==> config.mk <==
export PLATFORM = sky130hd
export DESIGN_NAME = zip_dblbus_arbiter_flat
export DESIGN_NICKNAME = d
export VERILOG_FILES = /design/src/rtl/zip_dblbus_arbiter_if.sv /design/src/rtl/zip_dblbus_arbiter.sv /design/src/flat_wrapper.sv
export SDC_FILE = /design/constraint.sdc
export NUM_CORES = 1
export LEC_CHECK = 0
export ABC_AREA = 0
export CORE_UTILIZATION = 24
export DETAILED_ROUTE_END_ITERATION = 8
export PLACE_DENSITY = 0.79
export SLEW_MARGIN = 20
export SYNTH_ARGS = -nofsm -noshare
export SYNTH_HDL_FRONTEND = slang
export SYNTH_SLANG_ARGS = --single-unit
==> constraint.sdc <==
create_clock -name i_clk -period 2.65 [get_ports i_clk]
set_input_delay 0.53 -clock i_clk [delete_from_list [all_inputs] [get_ports i_clk]]
set_output_delay 0.53 -clock i_clk [all_outputs]
set_load 0.05 [all_outputs]
==> src/rtl/zip_dblbus_arbiter_if.sv <==
// rtl/zip_dblbus_arbiter_if.sv - pipelined global/local Wishbone link between one master and one slave
interface zip_dblbus_arbiter_if #(
  parameter int AW = 30,
  parameter int DW = 32
);
  logic            cyc_gbl;
  logic            cyc_lcl;
  logic            stb_gbl;
  logic            stb_lcl;
  logic            we;
  logic [AW-1:0]   addr;
  logic [DW-1:0]   data;
  logic [DW/8-1:0] sel;
  logic            stall;
  logic            ack;
  logic            err;

  modport master (
    output cyc_gbl, cyc_lcl, stb_gbl, stb_lcl, we, addr, data, sel,
    input  stall, ack, err
  );

  modport slave (
    input  cyc_gbl, cyc_lcl, stb_gbl, stb_lcl, we, addr, data, sel,
    output stall, ack, err
  );
endinterface

==> src/rtl/zip_dblbus_arbiter.sv <==
// rtl/zip_dblbus_arbiter.sv - parks one dual Wishbone bus on master A or B, tracks
// outstanding requests, filters stray acks and aborts hung cycles with a watchdog.
module zip_dblbus_arbiter #(
  parameter int AW               = 30,
  parameter int DW               = 32,
  parameter int LGOUTSTANDING    = 4,
  parameter int LGTIMEOUT        = 10,
  parameter bit OPT_ZERO_ON_IDLE = 1'b0
) (
  input  logic                 i_clk,
  input  logic                 i_reset_n,
  zip_dblbus_arbiter_if.slave  i_a,
  zip_dblbus_arbiter_if.slave  i_b,
  zip_dblbus_arbiter_if.master o_bus,
  output logic                 o_owner
);
  typedef enum logic {OWN_B = 1'b0, OWN_A = 1'b1} owner_t;

  owner_t                   r_owner, w_owner_next;
  logic [LGOUTSTANDING-1:0] r_count;
  logic                     w_abort;
  logic                     w_a_cyc, w_b_cyc;
  logic                     w_m_cyc_gbl, w_m_cyc_lcl, w_m_stb_gbl, w_m_stb_lcl, w_m_we;
  logic [AW-1:0]            w_m_addr;
  logic [DW-1:0]            w_m_data;
  logic [DW/8-1:0]          w_m_sel;
  logic                     w_live, w_full;
  logic                     w_cyc_gbl, w_cyc_lcl, w_stb_gbl, w_stb_lcl, w_any_cyc;
  logic                     w_accept, w_fwd_ack;
  logic                     w_own_stall, w_own_ack, w_own_err;

  assign w_a_cyc = i_a.cyc_gbl | i_a.cyc_lcl;
  assign w_b_cyc = i_b.cyc_gbl | i_b.cyc_lcl;

  always_ff @(posedge i_clk or negedge i_reset_n) begin
    if (!i_reset_n) r_owner <= OWN_A;
    else            r_owner <= w_owner_next;
  end

  // Ownership moves only when the current owner has released cyc.
  always_comb begin
    w_owner_next = r_owner;
    case (r_owner)
      OWN_A:   if (!w_a_cyc && w_b_cyc) w_owner_next = OWN_B;
      default: if (!w_b_cyc && w_a_cyc) w_owner_next = OWN_A;
    endcase
  end

  always_comb begin
    if (r_owner == OWN_A) begin
      w_m_cyc_gbl = i_a.cyc_gbl;
      w_m_cyc_lcl = i_a.cyc_lcl;
      w_m_stb_gbl = i_a.stb_gbl;
      w_m_stb_lcl = i_a.stb_lcl;
      w_m_we      = i_a.we;
      w_m_addr    = i_a.addr;
      w_m_data    = i_a.data;
      w_m_sel     = i_a.sel;
    end else begin
      w_m_cyc_gbl = i_b.cyc_gbl;
      w_m_cyc_lcl = i_b.cyc_lcl;
      w_m_stb_gbl = i_b.stb_gbl;
      w_m_stb_lcl = i_b.stb_lcl;
      w_m_we      = i_b.we;
      w_m_addr    = i_b.addr;
      w_m_data    = i_b.data;
      w_m_sel     = i_b.sel;
    end
  end

  assign w_live    = i_reset_n && !w_abort;
  assign w_full    = (r_count == '1);
  assign w_cyc_gbl = w_live && w_m_cyc_gbl;
  assign w_cyc_lcl = w_live && w_m_cyc_lcl;
  assign w_stb_gbl = w_live && !w_full && w_m_stb_gbl;
  assign w_stb_lcl = w_live && !w_full && w_m_stb_lcl;
  assign w_any_cyc = w_cyc_gbl || w_cyc_lcl;
  assign w_accept  = (w_stb_gbl || w_stb_lcl) && !o_bus.stall;
  assign w_fwd_ack = o_bus.ack && w_any_cyc && (r_count != '0);

  assign w_own_stall = !i_reset_n || o_bus.stall || w_full || w_abort;
  assign w_own_ack   = w_fwd_ack;
  assign w_own_err   = i_reset_n && (o_bus.err || w_abort);

  always_comb begin
    o_bus.cyc_gbl = w_cyc_gbl;
    o_bus.cyc_lcl = w_cyc_lcl;
    o_bus.stb_gbl = w_stb_gbl;
    o_bus.stb_lcl = w_stb_lcl;
    o_bus.we      = w_m_we;
    o_bus.addr    = w_m_addr;
    o_bus.data    = w_m_data;
    o_bus.sel     = w_m_sel;
    if (OPT_ZERO_ON_IDLE && !w_any_cyc) begin
      o_bus.we   = 1'b0;
      o_bus.addr = '0;
      o_bus.data = '0;
      o_bus.sel  = '0;
    end
    i_a.stall = 1'b1;
    i_a.ack   = 1'b0;
    i_a.err   = 1'b0;
    i_b.stall = 1'b1;
    i_b.ack   = 1'b0;
    i_b.err   = 1'b0;
    if (r_owner == OWN_A) begin
      i_a.stall = w_own_stall;
      i_a.ack   = w_own_ack;
      i_a.err   = w_own_err;
    end else begin
      i_b.stall = w_own_stall;
      i_b.ack   = w_own_ack;
      i_b.err   = w_own_err;
    end
  end

  // Accept and forwarded ack in the same cycle cancel out.
  always_ff @(posedge i_clk or negedge i_reset_n) begin
    if (!i_reset_n)
      r_count <= '0;
    else if (o_bus.err || w_abort || !w_any_cyc)
      r_count <= '0;
    else if (w_accept && !w_fwd_ack)
      r_count <= r_count + 1'b1;
    else if (!w_accept && w_fwd_ack)
      r_count <= r_count - 1'b1;
  end

  generate
    if (LGTIMEOUT > 0) begin : g_wdt
      localparam logic [LGTIMEOUT-1:0] TMAX  = '1;
      localparam logic [LGTIMEOUT-1:0] TLAST = TMAX - 1'b1;
      logic [LGTIMEOUT-1:0] r_timer;
      logic                 r_abort;

      // r_abort is a single-cycle pulse: it drops cyc, which clears the timer.
      always_ff @(posedge i_clk or negedge i_reset_n) begin
        if (!i_reset_n) begin
          r_timer <= '0;
          r_abort <= 1'b0;
        end else begin
          r_abort <= 1'b0;
          if (r_abort || !w_any_cyc || (r_count == '0) || o_bus.ack) begin
            r_timer <= '0;
          end else begin
            r_timer <= r_timer + 1'b1;
            if (r_timer == TLAST) r_abort <= 1'b1;
          end
        end
      end
      assign w_abort = r_abort;
    end else begin : g_nowdt
      assign w_abort = 1'b0;
    end
  endgenerate

  assign o_owner = (r_owner == OWN_A);
endmodule

==> src/flat_wrapper.sv <==
// flat-port wrapper written by rule: the top's interface ports become plain ports
module zip_dblbus_arbiter_flat 
#(
  parameter int AW               = 30,
  parameter int DW               = 32,
  parameter int LGOUTSTANDING    = 4,
  parameter int LGTIMEOUT        = 10,
  parameter bit OPT_ZERO_ON_IDLE = 1'b0
)
  (i_clk, i_reset_n, o_owner, i_a_cyc_gbl, i_a_cyc_lcl, i_a_stb_gbl, i_a_stb_lcl, i_a_we, i_a_addr, i_a_data, i_a_sel, i_a_stall, i_a_ack, i_a_err, i_b_cyc_gbl, i_b_cyc_lcl, i_b_stb_gbl, i_b_stb_lcl, i_b_we, i_b_addr, i_b_data, i_b_sel, i_b_stall, i_b_ack, i_b_err, o_bus_cyc_gbl, o_bus_cyc_lcl, o_bus_stb_gbl, o_bus_stb_lcl, o_bus_we, o_bus_addr, o_bus_data, o_bus_sel, o_bus_stall, o_bus_ack, o_bus_err);
  zip_dblbus_arbiter_if #(.AW(AW), .DW(DW)) i_a_i ();
  zip_dblbus_arbiter_if #(.AW(AW), .DW(DW)) i_b_i ();
  zip_dblbus_arbiter_if #(.AW(AW), .DW(DW)) o_bus_i ();
  input  logic i_clk;
  input  logic i_reset_n;
  output logic o_owner;
  input wire logic [$bits(i_a_i.cyc_gbl)-1:0] i_a_cyc_gbl;
  input wire logic [$bits(i_a_i.cyc_lcl)-1:0] i_a_cyc_lcl;
  input wire logic [$bits(i_a_i.stb_gbl)-1:0] i_a_stb_gbl;
  input wire logic [$bits(i_a_i.stb_lcl)-1:0] i_a_stb_lcl;
  input wire logic [$bits(i_a_i.we)-1:0] i_a_we;
  input wire logic [$bits(i_a_i.addr)-1:0] i_a_addr;
  input wire logic [$bits(i_a_i.data)-1:0] i_a_data;
  input wire logic [$bits(i_a_i.sel)-1:0] i_a_sel;
  output wire logic [$bits(i_a_i.stall)-1:0] i_a_stall;
  output wire logic [$bits(i_a_i.ack)-1:0] i_a_ack;
  output wire logic [$bits(i_a_i.err)-1:0] i_a_err;
  input wire logic [$bits(i_b_i.cyc_gbl)-1:0] i_b_cyc_gbl;
  input wire logic [$bits(i_b_i.cyc_lcl)-1:0] i_b_cyc_lcl;
  input wire logic [$bits(i_b_i.stb_gbl)-1:0] i_b_stb_gbl;
  input wire logic [$bits(i_b_i.stb_lcl)-1:0] i_b_stb_lcl;
  input wire logic [$bits(i_b_i.we)-1:0] i_b_we;
  input wire logic [$bits(i_b_i.addr)-1:0] i_b_addr;
  input wire logic [$bits(i_b_i.data)-1:0] i_b_data;
  input wire logic [$bits(i_b_i.sel)-1:0] i_b_sel;
  output wire logic [$bits(i_b_i.stall)-1:0] i_b_stall;
  output wire logic [$bits(i_b_i.ack)-1:0] i_b_ack;
  output wire logic [$bits(i_b_i.err)-1:0] i_b_err;
  output wire logic [$bits(o_bus_i.cyc_gbl)-1:0] o_bus_cyc_gbl;
  output wire logic [$bits(o_bus_i.cyc_lcl)-1:0] o_bus_cyc_lcl;
  output wire logic [$bits(o_bus_i.stb_gbl)-1:0] o_bus_stb_gbl;
  output wire logic [$bits(o_bus_i.stb_lcl)-1:0] o_bus_stb_lcl;
  output wire logic [$bits(o_bus_i.we)-1:0] o_bus_we;
  output wire logic [$bits(o_bus_i.addr)-1:0] o_bus_addr;
  output wire logic [$bits(o_bus_i.data)-1:0] o_bus_data;
  output wire logic [$bits(o_bus_i.sel)-1:0] o_bus_sel;
  input wire logic [$bits(o_bus_i.stall)-1:0] o_bus_stall;
  input wire logic [$bits(o_bus_i.ack)-1:0] o_bus_ack;
  input wire logic [$bits(o_bus_i.err)-1:0] o_bus_err;
  assign i_a_i.cyc_gbl = i_a_cyc_gbl;
  assign i_a_i.cyc_lcl = i_a_cyc_lcl;
  assign i_a_i.stb_gbl = i_a_stb_gbl;
  assign i_a_i.stb_lcl = i_a_stb_lcl;
  assign i_a_i.we = i_a_we;
  assign i_a_i.addr = i_a_addr;
  assign i_a_i.data = i_a_data;
  assign i_a_i.sel = i_a_sel;
  assign i_a_stall = i_a_i.stall;
  assign i_a_ack = i_a_i.ack;
  assign i_a_err = i_a_i.err;
  assign i_b_i.cyc_gbl = i_b_cyc_gbl;
  assign i_b_i.cyc_lcl = i_b_cyc_lcl;
  assign i_b_i.stb_gbl = i_b_stb_gbl;
  assign i_b_i.stb_lcl = i_b_stb_lcl;
  assign i_b_i.we = i_b_we;
  assign i_b_i.addr = i_b_addr;
  assign i_b_i.data = i_b_data;
  assign i_b_i.sel = i_b_sel;
  assign i_b_stall = i_b_i.stall;
  assign i_b_ack = i_b_i.ack;
  assign i_b_err = i_b_i.err;
  assign o_bus_cyc_gbl = o_bus_i.cyc_gbl;
  assign o_bus_cyc_lcl = o_bus_i.cyc_lcl;
  assign o_bus_stb_gbl = o_bus_i.stb_gbl;
  assign o_bus_stb_lcl = o_bus_i.stb_lcl;
  assign o_bus_we = o_bus_i.we;
  assign o_bus_addr = o_bus_i.addr;
  assign o_bus_data = o_bus_i.data;
  assign o_bus_sel = o_bus_i.sel;
  assign o_bus_i.stall = o_bus_stall;
  assign o_bus_i.ack = o_bus_ack;
  assign o_bus_i.err = o_bus_err;
  zip_dblbus_arbiter #(.AW(AW), .DW(DW), .LGOUTSTANDING(LGOUTSTANDING), .LGTIMEOUT(LGTIMEOUT), .OPT_ZERO_ON_IDLE(OPT_ZERO_ON_IDLE)) u_core (.i_clk(i_clk), .i_reset_n(i_reset_n), .i_a(i_a_i), .i_b(i_b_i), .o_bus(o_bus_i), .o_owner(o_owner));
endmodule
==> summary.txt <==
Outcome
  • Status: finished clean

Synth
  • Register area share after synthesis: 0.2262
  • Async SR Flop Fraction: 1.000
  • Post-synth EDFFs: 0
  • Yosys reg bits: 16
  • Synthesized instance count: 182
  • Avg Synthesized Cell Area: 9.755 um^2
  • Mapped Area: 0.001775 mm^2
  • Unique masters post-synth: 32
  • Synthesized net count: 335
  • Ys Warns: 0
  • Top_reg_cell synth: dfrtp_1

Global route
  • Initial antenna violation count: 0
  • First-pass GRT wire length: 11700 um
  • Global routing's busiest layer: met2
  • Met3 Use GR: 0.05372
  • M2 GR Usage: 0.3376
  • Routing usage on met1: 0.2633
  • Pin count of the biggest net entering global routing: 33
  • Vias in the first global route: 2166
  • GRT Overall Usage: 0.1983
  • Remaining global-route overflow: 0

Cells and area
  • Final instance area: 0.004267 mm^2
  • FF+latch area: 405.4 um^2
  • Core Util, Final: 0.6111
  • Antenna diode count: 0
  • Share of cells above drive strength 1: 0.4282
  • # nets final: 572
  • # fillers: 615
  • Syn-to-layout area delta: 140.3%
  • Multi-input gate area: 0.001359 mm^2

Die
  • Row count: 30
  • Starting Density: 0.2543
  • Top Ports: 225
  • Die Ht: 88.01 um
  • Core Area: 0.006982 mm^2
  • Die width: 88.01 um
  • Die ar.: 0.007746 mm^2

Drt
  • Detailed Routing Iterations Pass 1: 4
  • DR vias: 2302
  • DRT Wirelength: 8748 um
  • Initial drt markers: 41
  • Via-per-instance ratio: 4.479
  • Residual DRC count: 0
  • Antenna viol nets, final: 0
  • Routed length per instance: 17.02 um

Clock network
  • Clock Tree Buf Depth: 2
  • Clock latency on the worst-skew pair: 0.25 ns
  • CTS Root Cell: clkbuf_8
  • CTS Sinks: 16
  • H-tree Lvls: 1
  • CTS tree: done
  • Worst-path clk slew: 0.07 ns
  • Inserted Clock Buffers: 3
  • # hold bufs at CTS: 0

STA
  • WHS: 0.3745 ns
  • RSZ-0062 raised after global routing: no
  • Final Slew Violations: 0
  • Fmax: 391.0 MHz
  • Fin crit share: 0.9652
  • Final Hold Fails: 0
  • Setup violators final: 0
  • Setup TNS: 0 ns
  • Clock skew: 0.005487 ns
  • Worst slew pin tran: 0.4216 ns
  • Slew HR: 0.7168
  • Crit path time final: 2.558 ns

Power and ir drop
  • Final total power: 0.001802 W
  • Clock power share: 0.121
  • Cell Pwr Density: 422.3 mW/mm^2
  • Flop pwr share: 0.147
  • NetSw: 0.0008431 W
  • Fraction of power spent switching nets: 0.4680
  • Combinational share of power: 0.732
  • VDD IR max: 0.0002414 V
  • Cell Int Power: 0.0009585 W
  • Leak pwr: 1.814 nW

Critical path
  • R2R depth: 10
  • Worst Setup End Kind: output pin
  • Setup CP Type: in -> out
  • Worst path required time: 2.12 ns
  • CP max FO: 2
  • Crit path DAT: 2.03 ns
  • Startpoint class of the critical path: input port

Flow run
  • Max Cap Viol: 0

Placement
  • Area of placed instances: 0.004100 mm^2
  • GP Congestion: 0.7885
  • Post-DP HPWL: 7240 um
  • Port Buffers: 224

Min path
  • Min-delay worst type: in -> async
## worst max-delay path: stages
cell	delay (ns)
clkdlybuf4s50_1	0.48
mux2i_1	0.09
buf_4	0.15
a21oi_4	0.16
nand3_4	0.12
buf_4	0.16
nor2_1	0.17
buf_12	0.17
## logic make-up (layout without fill, tap and decap cells)
| kind of cell | count (synthesis) | count (layout) | synth area share |
|---|---|---|---|
| AOI/OAI and AO/OA | 12 | 12 | 0.04581 |
| xor gates and xnor gates | 10 | 10 | 0.04933 |
| adders and majority gates | 6 | 6 | 0.04651 |
| buffers and inverters | 16 | 252 | 0.04721 |
| DFF | 16 | 16 | 0.2262 |
| muxes | 71 | 71 | 0.4475 |
| and+or+nand+nor | 51 | 51 | 0.1374 |
## cell type report
type | instances | area share
Multi-Input combinational cell | 150 | 0.3185
Tap cell | 96 | 0.02815
Clock buffer | 4 | 0.01290
Inverter | 5 | 0.004399
Sequential cell | 16 | 0.09501
Timing Repair Buffer | 243 | 0.5411
## final timing paths
kind / startpoint / to / slack (ns)
setup / recovery: i_b_cyc_lcl / i_b_ack / 0.09
hold / removal: i_reset_n / u_core.g_wdt.r_timer[8]$_DFF_PN0_ / 0.37
setup reg to reg: u_core.g_wdt.r_abort$_DFF_PN0_ / u_core.r_count[3]$_DFFE_PN0P_ / 0.12
hold reg to reg: u_core.g_wdt.r_timer[0]$_DFF_PN0_ / u_core.g_wdt.r_timer[0]$_DFF_PN0_ / 0.52
max in group asynchronous: i_reset_n / u_core.o_owner$_DFF_PN1_ / 2.02
min in group i_clk: i_b_cyc_gbl / u_core.o_owner$_DFF_PN1_ / 0.50
## layer usage
layer | up-vias | share of wire
li1 | 1122 | -
met1 | 1080 | 0.40
met5 | - | 0
met4 | 0 | 0.0011
met3 | 2 | 0.091
met2 | 98 | 0.50
## placed cells by master (no fill, tap or decap), types with 2 or more instances in the layout
master / n
mux2_2: 67
a21oi_1: 4
nor3_1: 3
inv_1: 4
buf_12: 9
dfrtp_1: 15
clkdlybuf4s50_1: 142
or3_1: 2
and4_1: 2
nand4_1: 2
mux2i_1: 4
nor2_1: 26
xor2_1: 7
buf_4: 88
xnor2_1: 3
clkbuf_8: 4
ha_4: 2
ha_1: 3
nand3_1: 6
o21ai_0: 2
nand2_1: 4
dlymetal6s2s_1: 3
## power groups by stage
stage	registers (W)	clock network, W	logic [W]
2_1_floorplan	0.000268	0	0.000772
5_1_grt	0.000265	0.000235	0.00137
3_3_place_gp	0.000270	0	0.00128
4_1_cts	0.000267	0.000220	0.00130
3_5_place_dp	0.000271	0	0.00129
6_report	0.000264	0.000219	0.00132
## metrics by stage
stage          setup slack [ns]  std cells
6_report                0.09221        514
3_5_place_dp            -0.3927        503
4_1_cts                 0.01300        510
2_1_floorplan          0.007483        182
5_1_grt                0.007760        514
3_3_place_gp            -0.2789        503
## repair_timing
item                                    CTS  global route
setup buffers                             3             4
pin swaps                                 3             5
resized for setup                         5             7
endpoints found under the setup margin    3             4
## synth_stat cells (all sizes together), types with 2 or more instances
| library cell | number | share of area |
|---|---|---|
| inv | 5 | 0.011 |
| ha | 5 | 0.035 |
| nand4 | 2 | 0.0070 |
| or3 | 2 | 0.0070 |
| and4 | 2 | 0.0099 |
| nand2 | 4 | 0.0085 |
| buf | 10 | 0.035 |
| dfrtp | 15 | 0.21 |
| mux2i | 4 | 0.023 |
| o21ai | 2 | 0.0056 |
| xnor2 | 3 | 0.015 |
| nor3 | 3 | 0.0085 |
| nor2 | 27 | 0.057 |
| nand3 | 7 | 0.020 |
| mux2 | 67 | 0.42 |
| xor2 | 7 | 0.035 |
| a21oi | 5 | 0.016 |
## flip-flops by register name, indices dropped and copies added, names as in the netlist
name                  flops
u_core.g_wdt.r_abort      1
u_core.g_wdt.r_timer     10
u_core.o_owner            1
u_core.r_count            4
Note: power is estimated with default switching activity, not from simulation.
